--- config.mk ---
export PLATFORM = sky130hd
export DESIGN_NAME = servo_slew_ctrl
export DESIGN_NICKNAME = d
export VERILOG_FILES = /design/src/rtl/servo_slew_ctrl.sv
export SDC_FILE = /design/constraint.sdc
export NUM_CORES = 1
export LEC_CHECK = 0
export CORE_ASPECT_RATIO = 1.1
export CORE_MARGIN = 2
export CORE_UTILIZATION = 55
export CTS_CLUSTER_SIZE = 40
export DETAILED_ROUTE_END_ITERATION = 12
export GPL_TIMING_DRIVEN = 0
export PLACE_DENSITY = 0.75
export REMOVE_ABC_BUFFERS = 1
export SLEW_MARGIN = 30
export SYNTH_ARGS = -nofsm -noshare
export SYNTH_HDL_FRONTEND = slang
export SYNTH_SLANG_ARGS = --single-unit
--- constraint.sdc ---
create_clock -name clk -period 6.9 [get_ports clk]
set_clock_uncertainty 0.1 [all_clocks]
set_input_delay 1.725 -clock clk [delete_from_list [all_inputs] [get_ports clk]]
set_output_delay 1.725 -clock clk [all_outputs]
set_load 0.01 [all_outputs]
--- src/rtl/servo_slew_ctrl.sv ---
// servo_slew_ctrl
//   Slew-rate limited servo position generator. Once per frame the block
//   samples the requested target and mode, then moves the registered position
//   by at most one step: toward the target in track mode, or back and forth
//   across the full 0..255 range in sweep mode.
//
// Ports
//   clk        system clock, all logic on the rising edge
//   rst        synchronous active-low reset
//   mode_sel   0 = track target, 1 = autonomous sweep 0..255..0
//   target     requested position code (track mode)
//   step       position increment per frame, 0 treated as 1
//   position   registered slewed position for the PWM stage
//   frame_tick one-cycle pulse in the last cycle of every frame
//   at_target  position has reached the sampled target (always low in sweep)

module servo_slew_ctrl #(
  parameter int unsigned FRAME_CYCLES = 1_000_000,
  parameter logic [7:0]  CENTER       = 8'd128
) (
  input  logic       clk,
  input  logic       rst,
  input  logic       mode_sel,
  input  logic [7:0] target,
  input  logic [3:0] step,
  output logic [7:0] position,
  output logic       frame_tick,
  output logic       at_target
);

  localparam logic [19:0] LAST_CNT = 20'(FRAME_CYCLES - 1);

  typedef enum logic [2:0] {
    HOLD,
    UP,
    DOWN,
    SWEEP_UP,
    SWEEP_DOWN
  } state_t;

  state_t      state, state_nxt;
  logic [19:0] frame_ctr, frame_ctr_nxt;
  logic [7:0]  position_nxt;
  logic [7:0]  target_q, target_nxt;
  logic        mode_q, mode_nxt;
  logic        tick_nxt;
  logic [3:0]  step_eff;
  logic [8:0]  sum9;
  logic [8:0]  diff9;
  logic        go_up;

  always_ff @(posedge clk) begin
    if (!rst) begin
      frame_ctr  <= '0;
      frame_tick <= 1'b0;
      position   <= CENTER;
      target_q   <= CENTER;
      mode_q     <= 1'b0;
      state      <= HOLD;
    end else begin
      frame_ctr  <= frame_ctr_nxt;
      frame_tick <= tick_nxt;
      position   <= position_nxt;
      target_q   <= target_nxt;
      mode_q     <= mode_nxt;
      state      <= state_nxt;
    end
  end

  always_comb begin
    frame_ctr_nxt = (frame_ctr == LAST_CNT) ? '0 : frame_ctr + 20'd1;
    // Registered tick lines up with the cycle where the counter shows the last count.
    tick_nxt      = (frame_ctr_nxt == LAST_CNT);

    step_eff = (step == 4'd0) ? 4'd1 : step;
    // 9-bit arithmetic: bit 8 flags overflow past 255 or underflow below 0.
    sum9     = {1'b0, position} + {5'b0, step_eff};
    diff9    = {1'b0, position} - {5'b0, step_eff};
    go_up    = (state == SWEEP_UP) ||
               ((state != SWEEP_DOWN) && (position != 8'hFF));

    state_nxt    = state;
    position_nxt = position;
    target_nxt   = target_q;
    mode_nxt     = mode_q;

    if (frame_tick) begin
      target_nxt = target;
      mode_nxt   = mode_sel;
      if (!mode_sel) begin
        if (target > position) begin
          state_nxt    = UP;
          position_nxt = (sum9 > {1'b0, target}) ? target : sum9[7:0];
        end else if (target < position) begin
          state_nxt    = DOWN;
          position_nxt = (diff9[8] || (diff9[7:0] < target)) ? target : diff9[7:0];
        end else begin
          state_nxt = HOLD;
        end
      end else if (go_up) begin
        if (sum9 >= 9'd255) begin
          position_nxt = 8'hFF;
          state_nxt    = SWEEP_DOWN;
        end else begin
          position_nxt = sum9[7:0];
          state_nxt    = SWEEP_UP;
        end
      end else begin
        if (diff9[8] || (diff9 == 9'd0)) begin
          position_nxt = 8'h00;
          state_nxt    = SWEEP_UP;
        end else begin
          position_nxt = diff9[7:0];
          state_nxt    = SWEEP_DOWN;
        end
      end
    end
  end

  assign at_target = (state == HOLD) || (!mode_q && (position == target_q));

endmodule

==> impl_metrics.py <==
metrics = {
    "synthesis": {
        "yosysTopAreaCell": "dfxtp_1",
        "ys_seq_area_share_pct": 23.9,
        "async_reset_ff_share_pct": 0,
        "yosys.area.top_type_share_pct": 23.9,
        "synth.distinct_cells": 59,
        "synth_warnings": 0,
        "synth_area_sq_um": 3440,
        "syn_inst": 426,
        "synth_edf_count": 0,
        "synth_area_leaders": "dfxtp_1 (24%), ha_1 (12%), xnor2_1 (6.4%)",
        "syn_area_per_cell_sq_um": 8.07,
        "synthFlopType": "dfxtp_1",
        "ys_seq_elements": 41,
    },
    "die": {
        "dieArea_sq_um": 6900,
        "die_x_microns": 79.4,
        "core_area_sq_um": 6120,
        "io_pins": 25,
        "die_height_microns": 86.9,
        "rows": 30,
        "start_util_pct": 56.2,
    },
    "power_and_ir_drop": {
        "power_leakage_uw": 0.00148,
        "p_comb_share_pct": 16.2,
        "p_int_uw": 392,
        "seqPwrFrac_pct": 45.9,
        "power.net_switching_uw": 130,
        "p_per_area_nw_per_um2": 137,
        "swShare_pct": 25.0,
        "max-vdd-ir-drop_mv": 0.131,
        "p_clk_share_pct": 37.9,
    },
    "clocking": {
        "clkLatencyLatePin_ns": 0.29,
        "clock-sinks": 41,
        "clock-root-buffer": "clkbuf_8",
        "clkTransAtPathRegs_ns": 0.08,
        "h-tree-depth": 2,
        "clock_tree.buffer_depth": 2,
        "tritoncts": "built",
        "hold_buffers": 0,
        "cts_setup_buffers": 0,
        "postCtsResizedCells": 0,
        "cts_made_buffers": 5,
    },
    "setup_path": {
        "path_cells": "clkdlybuf4s50_1 > inv_1 > a31o_2 > ha_1 > inv_1 > fa_1 > a21o_4 > a2111oi_4 > xnor2_1 > ha_1 > a2111oi_0 > nand2_1 > a41oi_1 > nor2_1 > mux2_2 > nand2_1 > a31oi_1",
        "crit_required_ns": 6.96,
        "critPathBufInv": 3,
        "cpPeakStageDelay_ns": 0.47,
        "worstSetupPathType": "primary input to flop",
        "crit_path_start_kind": "primary input",
        "crit_arrival_ns": 5.88,
        "slowest_stage": "clkdlybuf4s50_1",
        "cp_top_family": "compound AO/OA/AOI/OAI gates",
        "r2r_cells": 13,
        "crit_fanout": 8,
        "cp_num_cells": 17,
        "end_kind": "flop",
    },
    "sta": {
        "period_needed_ns": 5.83,
        "worstMarginPinSlew_ns": 1.00,
        "min_period_over_period_pct": 84.4,
        "fmaxAchievable_mhz": 172,
        "rsz0062_at_grt": "false",
        "worst_slew_margin_rel_pct": 32.7,
        "slew_viol_final": 0,
        "finalHoldViolCount": 0,
        "whs_ns": 0.406,
        "setup_viol": 0,
        "final.setup.tns_ns": 0,
    },
    "cells_and_area": {
        "layout_commonest_cell": "dfxtp_1",
        "final_cell_mix": "dfxtp_1 (41), ha_1 (33), inv_1 (32)",
        "layout-drive-gt1-share_pct": 5.49,
        "antenna_cells": 0,
        "utilization_pct": 62.2,
        "area_delta_synth_final_pct": 10.7,
        "layout.nets": 486,
    },
    "grt": {
        "grt_pass1_wl_microns": 13700,
        "grt_use_total_pct": 24.9,
        "antenna_found_initial": 0,
        "grt_max_degree": 35,
        "grt-ovfl-total": 0,
        "grt_pass1_vias": 2953,
    },
    "placed_design": {
        "portBuffers": 24,
        "gp_congestion": 0.881,
        "dp_hpwl_microns": 6280,
    },
    "worst_hold_path": {
        "hold_depth": 2,
        "hold_path.class": "flop to flop",
    },
    "routing": {
        "routed_wl_microns": 8310,
        "drt_iter0_drc": 234,
        "drt-pass1-iter-count": 4,
        "wl_per_cell_microns": 16.1,
        "ant_nets": 0,
        "viasPerCell": 5.96,
        "vias": 3082,
        "drc": 0,
    },
    "outcome": {
        "status": "complete, no violations",
    },
    "flow_run": {
        "cap_violations": 0,
    },
}
## tightest hold or removal path, stage by stage (launching register included)
cell     delay, ns
dfxtp_1       0.35
mux2i_1       0.07
nand2_1       0.06
## metal layers
layer	track usage (%)	part of all wire, %	vias up
met4	5.64	1.6	0
li1	-	-	1542
met2	46.5	50	75
met3	3.32	4.7	12
met5	0	0	-
met1	30.2	44	1453
## cell type report
cell class	count	area (sq um)
Clock inverter	1	30.0
Clock buffer	7	86.3
Tap cell	80	100
Multi-Input combinational cell	331	2410
Inverter	32	120
Sequential cell	41	821
Fill cell	535	2310
Timing Repair Buffer	25	243
## flip-flops by register name (all words and copies together), names as in the netlist
register and count:
frame_ctr 20, frame_tick 1, mode_q 1, position 8, state 3, target_q 8
## kinds of logic after synthesis
| group | after synthesis | synth area share, % |
|---|---|---|
| flip-flops | 41 | 23.9 |
| XOR/XNOR | 40 | 10.2 |
| buffers and inverters | 54 | 6.30 |
| adder cells (fa/ha/maj) | 35 | 13.2 |
| multiplexers | 18 | 5.53 |
| AND/OR/NAND/NOR | 147 | 22.1 |
| AO/OA/AOI/OAI | 91 | 18.9 |
## cells in the mapped netlist (all sizes together) (3+ instances only)
library cell and n:
nor2 29, o311ai 4, o211ai 7, a21oi 14, ha 33, xor2 15
nand3 17, nor2b 12, clkbuf 16, nand2 31, nand4 12, xnor2 25
nor3 11, nand2b 6, mux2i 10, and3 6, inv 32, nor3b 3
buf 6, dfxtp 41, a21boi 3, and2 8, mux2 8, o31ai 3
a41oi 3, o21ai 20, a211oi 3, a31oi 10
## power groups by stage
stage | logic [uW] | clock network [uW] | registers [uW]
floorplan | 53.1 | 0 | 245
global placement | 81.2 | 0 | 245
detailed placement | 83.5 | 0 | 245
CTS | 84.1 | 203 | 240
global route | 93.7 | 215 | 240
finish | 84.4 | 198 | 240
## worst paths after layout
check         startpoint          end  slack (ns)
max              step[1]  position[3]        1.07
min          target_q[7]  target_q[7]        0.41
max reg2reg  position[1]  position[1]        2.62
min reg2reg  target_q[7]  target_q[7]        0.41
## through the flow
step / area (sq um) / power, uW / worst slack, ns / cells
final: 3810 / 522 / 1.07 / 517
after global routing: 3810 / 548 / 0.774 / 517
after CTS: 3810 / 527 / 1.11 / 517
after detailed placement: 3690 / 329 / 0.807 / 509
after global placement: 3680 / 326 / 0.875 / 508
after floorplan: 3340 / 298 / 1.80 / 404
(Power assumes the default switching activity.)
==> edit (same settings) <==
The 5 states of `state_t` get a Gray code encoding in 3 bits.
--- a/src/rtl/servo_slew_ctrl.sv
+++ b/src/rtl/servo_slew_ctrl.sv
@@ -32,9 +32,9 @@
 
   typedef enum logic [2:0] {
-    HOLD,
-    UP,
-    DOWN,
-    SWEEP_UP,
-    SWEEP_DOWN
+    HOLD       = 3'b000,
+    UP         = 3'b001,
+    DOWN       = 3'b011,
+    SWEEP_UP   = 3'b010,
+    SWEEP_DOWN = 3'b110
   } state_t;
 
Behaviour: no difference found for any inputs over 10 cycles, from zero or initial values and one cycle with rst low; not proved beyond that.
==> edit against the original RTL <==
Worst setup slack worse by 310 ps; final area barely moved; critical path depth increased by 1; sequential cell count unchanged; synthesized area up 0.98%; power shrank 8.3%; combinational power down 2%; wire length rose by 11%; non-clock buffer count fell by 1.
==> edit: results (changes against the original RTL) <==
# DRC 0 (unchanged); Int Power 341 µW (-13%); distinct cell type count after synthesis 82 (+39%); post-CTS setup buffer count 0 (unchanged); status finished, final reports clean; FILL cells 603 (+13%); Met3 Wirelength 741 µm (+89%); total wire length 9.24 mm (+11%); WL met2 4.20 mm (+1.5%); Area contributors post-synth dfxtp_1, ha_1, xnor2_1; Initial Utilization 56.4% (+0.21 points); Worst slew margin 41.9% (+9.3 points); worst-path fanout max 5 (-3); wl on met1 4.02 mm (+9.9%); ratio of cells with drive above 1 in the final layout 7.73% (+2.2 points); Ys Warns 0 (unchanged); WP data arrival 6240 ps (+360 ps); GRT Util Overall 27.7% (+2.8 points); Seq/Total Area, Yosys 23.6% (-0.23 points); Antenna Cells 0 (unchanged); peak supply drop 141 µV (+7.8%); Iter 0 DRT Violations 308 (+32%); Leak Pwr 0.00144 µW (-2.7%); Post-synth top cells dfxtp_1, nor2_1, ha_1, inv_1, a21oi_1; router iterations before antenna repair 5 (+1); first-pass GRT wire length 15.2 mm (+10%); antenna violations before repair 0 (unchanged); nets 488 (+0.41%); Max H-tree Level 2 (unchanged); detailed placement HPWL 7.05 mm (+12%); GP Congestion 0.952 (+8.0%); vias after detailed routing 3292 (+6.8%); largest net degree at the start of global routing 25 (-29%); vias in the first global route 3065 (+3.8%)
## edit: cell count changes in the layout (fill, tap and decap cells not counted), moves of 6 or more
| cell | before | now |
|---|---|---|
| a21oi_1 | 14 | 26 |
| and2_1 | 8 | 1 |
| mux2_2 | 8 | 0 |
| nand2_1 | 31 | 25 |
| nor2_1 | 29 | 38 |
| nor2b_1 | 12 | 5 |
## edit: logic make-up (layout without fill, tap and decap cells)
kind of cell               Yosys count  count (layout)  synth area share, %
and+or+nand+nor                    154             154                 24.5
DFF                                 41              41                 23.6
AOI/OAI and AO/OA                  103             103                 21.6
muxes                                9               9                 2.59
buffers and inverters               52              66                 6.63
xor gates and xnor gates            33              33                 8.32
adders and majority gates           34              34                 12.7
## edit: worst max-delay path, stage by stage
cell	delay, ps
clkdlybuf4s50_1	540
inv_1	120
a31o_2	230
ha_1	210
fa_1	420
nand2b_1	110
a2bb2oi_2	90
and3_1	190
xnor2_1	420
inv_1	90
ha_1	330
nand4_1	160
or3_1	370
a21oi_1	280
or4_4	220
nand2_2	90
o311a_1	360
a221oi_1	270
## edit: path summary, 6_finish.rpt
kind / from / end / slack (ps) / cells after the start
setup / recovery: step[1] / position[0] / 760 / 18
hold / removal: frame_ctr[0] / frame_ctr[0] / 390 / 1
setup reg to reg: position[0] / position[0] / 2620 / 15
hold reg to reg: frame_ctr[0] / frame_ctr[0] / 390 / 1
## edit: final cells by class
| class | instances | area [µm²] | area share [%] |
|---|---|---|---|
| inverter | 34 | 128 | 3.35 |
| clock inverter | 3 | 17.5 | 0.460 |
| tap | 80 | 100 | 2.63 |
| timing repair buffer | 24 | 240 | 6.31 |
| multi-input combinational | 333 | 2430 | 63.9 |
| clock buffer | 5 | 68.8 | 1.81 |
| sequential | 41 | 821 | 21.5 |
## edit: power groups by stage
stage	clock network, µW	logic, µW	registers [µW]
2_1_floorplan	0	51.1	244
3_3_place_gp	0	78.6	245
3_5_place_dp	0	80.2	245
4_1_cts	159	80.9	239
5_1_grt	169	90.8	239
6_report	157	82.5	239
## edit: routing by layer
layer  vias up  GRT usage (%)
met1      1541           36.6
li1       1584              -
met2       137           45.4
met4         0           8.94
met3        30           5.39
met5         -              0
## edit: metrics by stage
stage | utilization (%) | setup slack, ps | hold slack, ps | std cells | instance area (µm²)
finish | 61.9 | 760 | 388 | 520 | 3810
global route | 61.9 | 514 | 416 | 520 | 3810
CTS | 61.9 | 819 | 386 | 520 | 3810
detailed placement | 60.5 | 537 | 375 | 512 | 3720
global placement | 60.3 | 643 | 350 | 512 | 3710
floorplan | - | 1730 | 337 | 408 | 3370
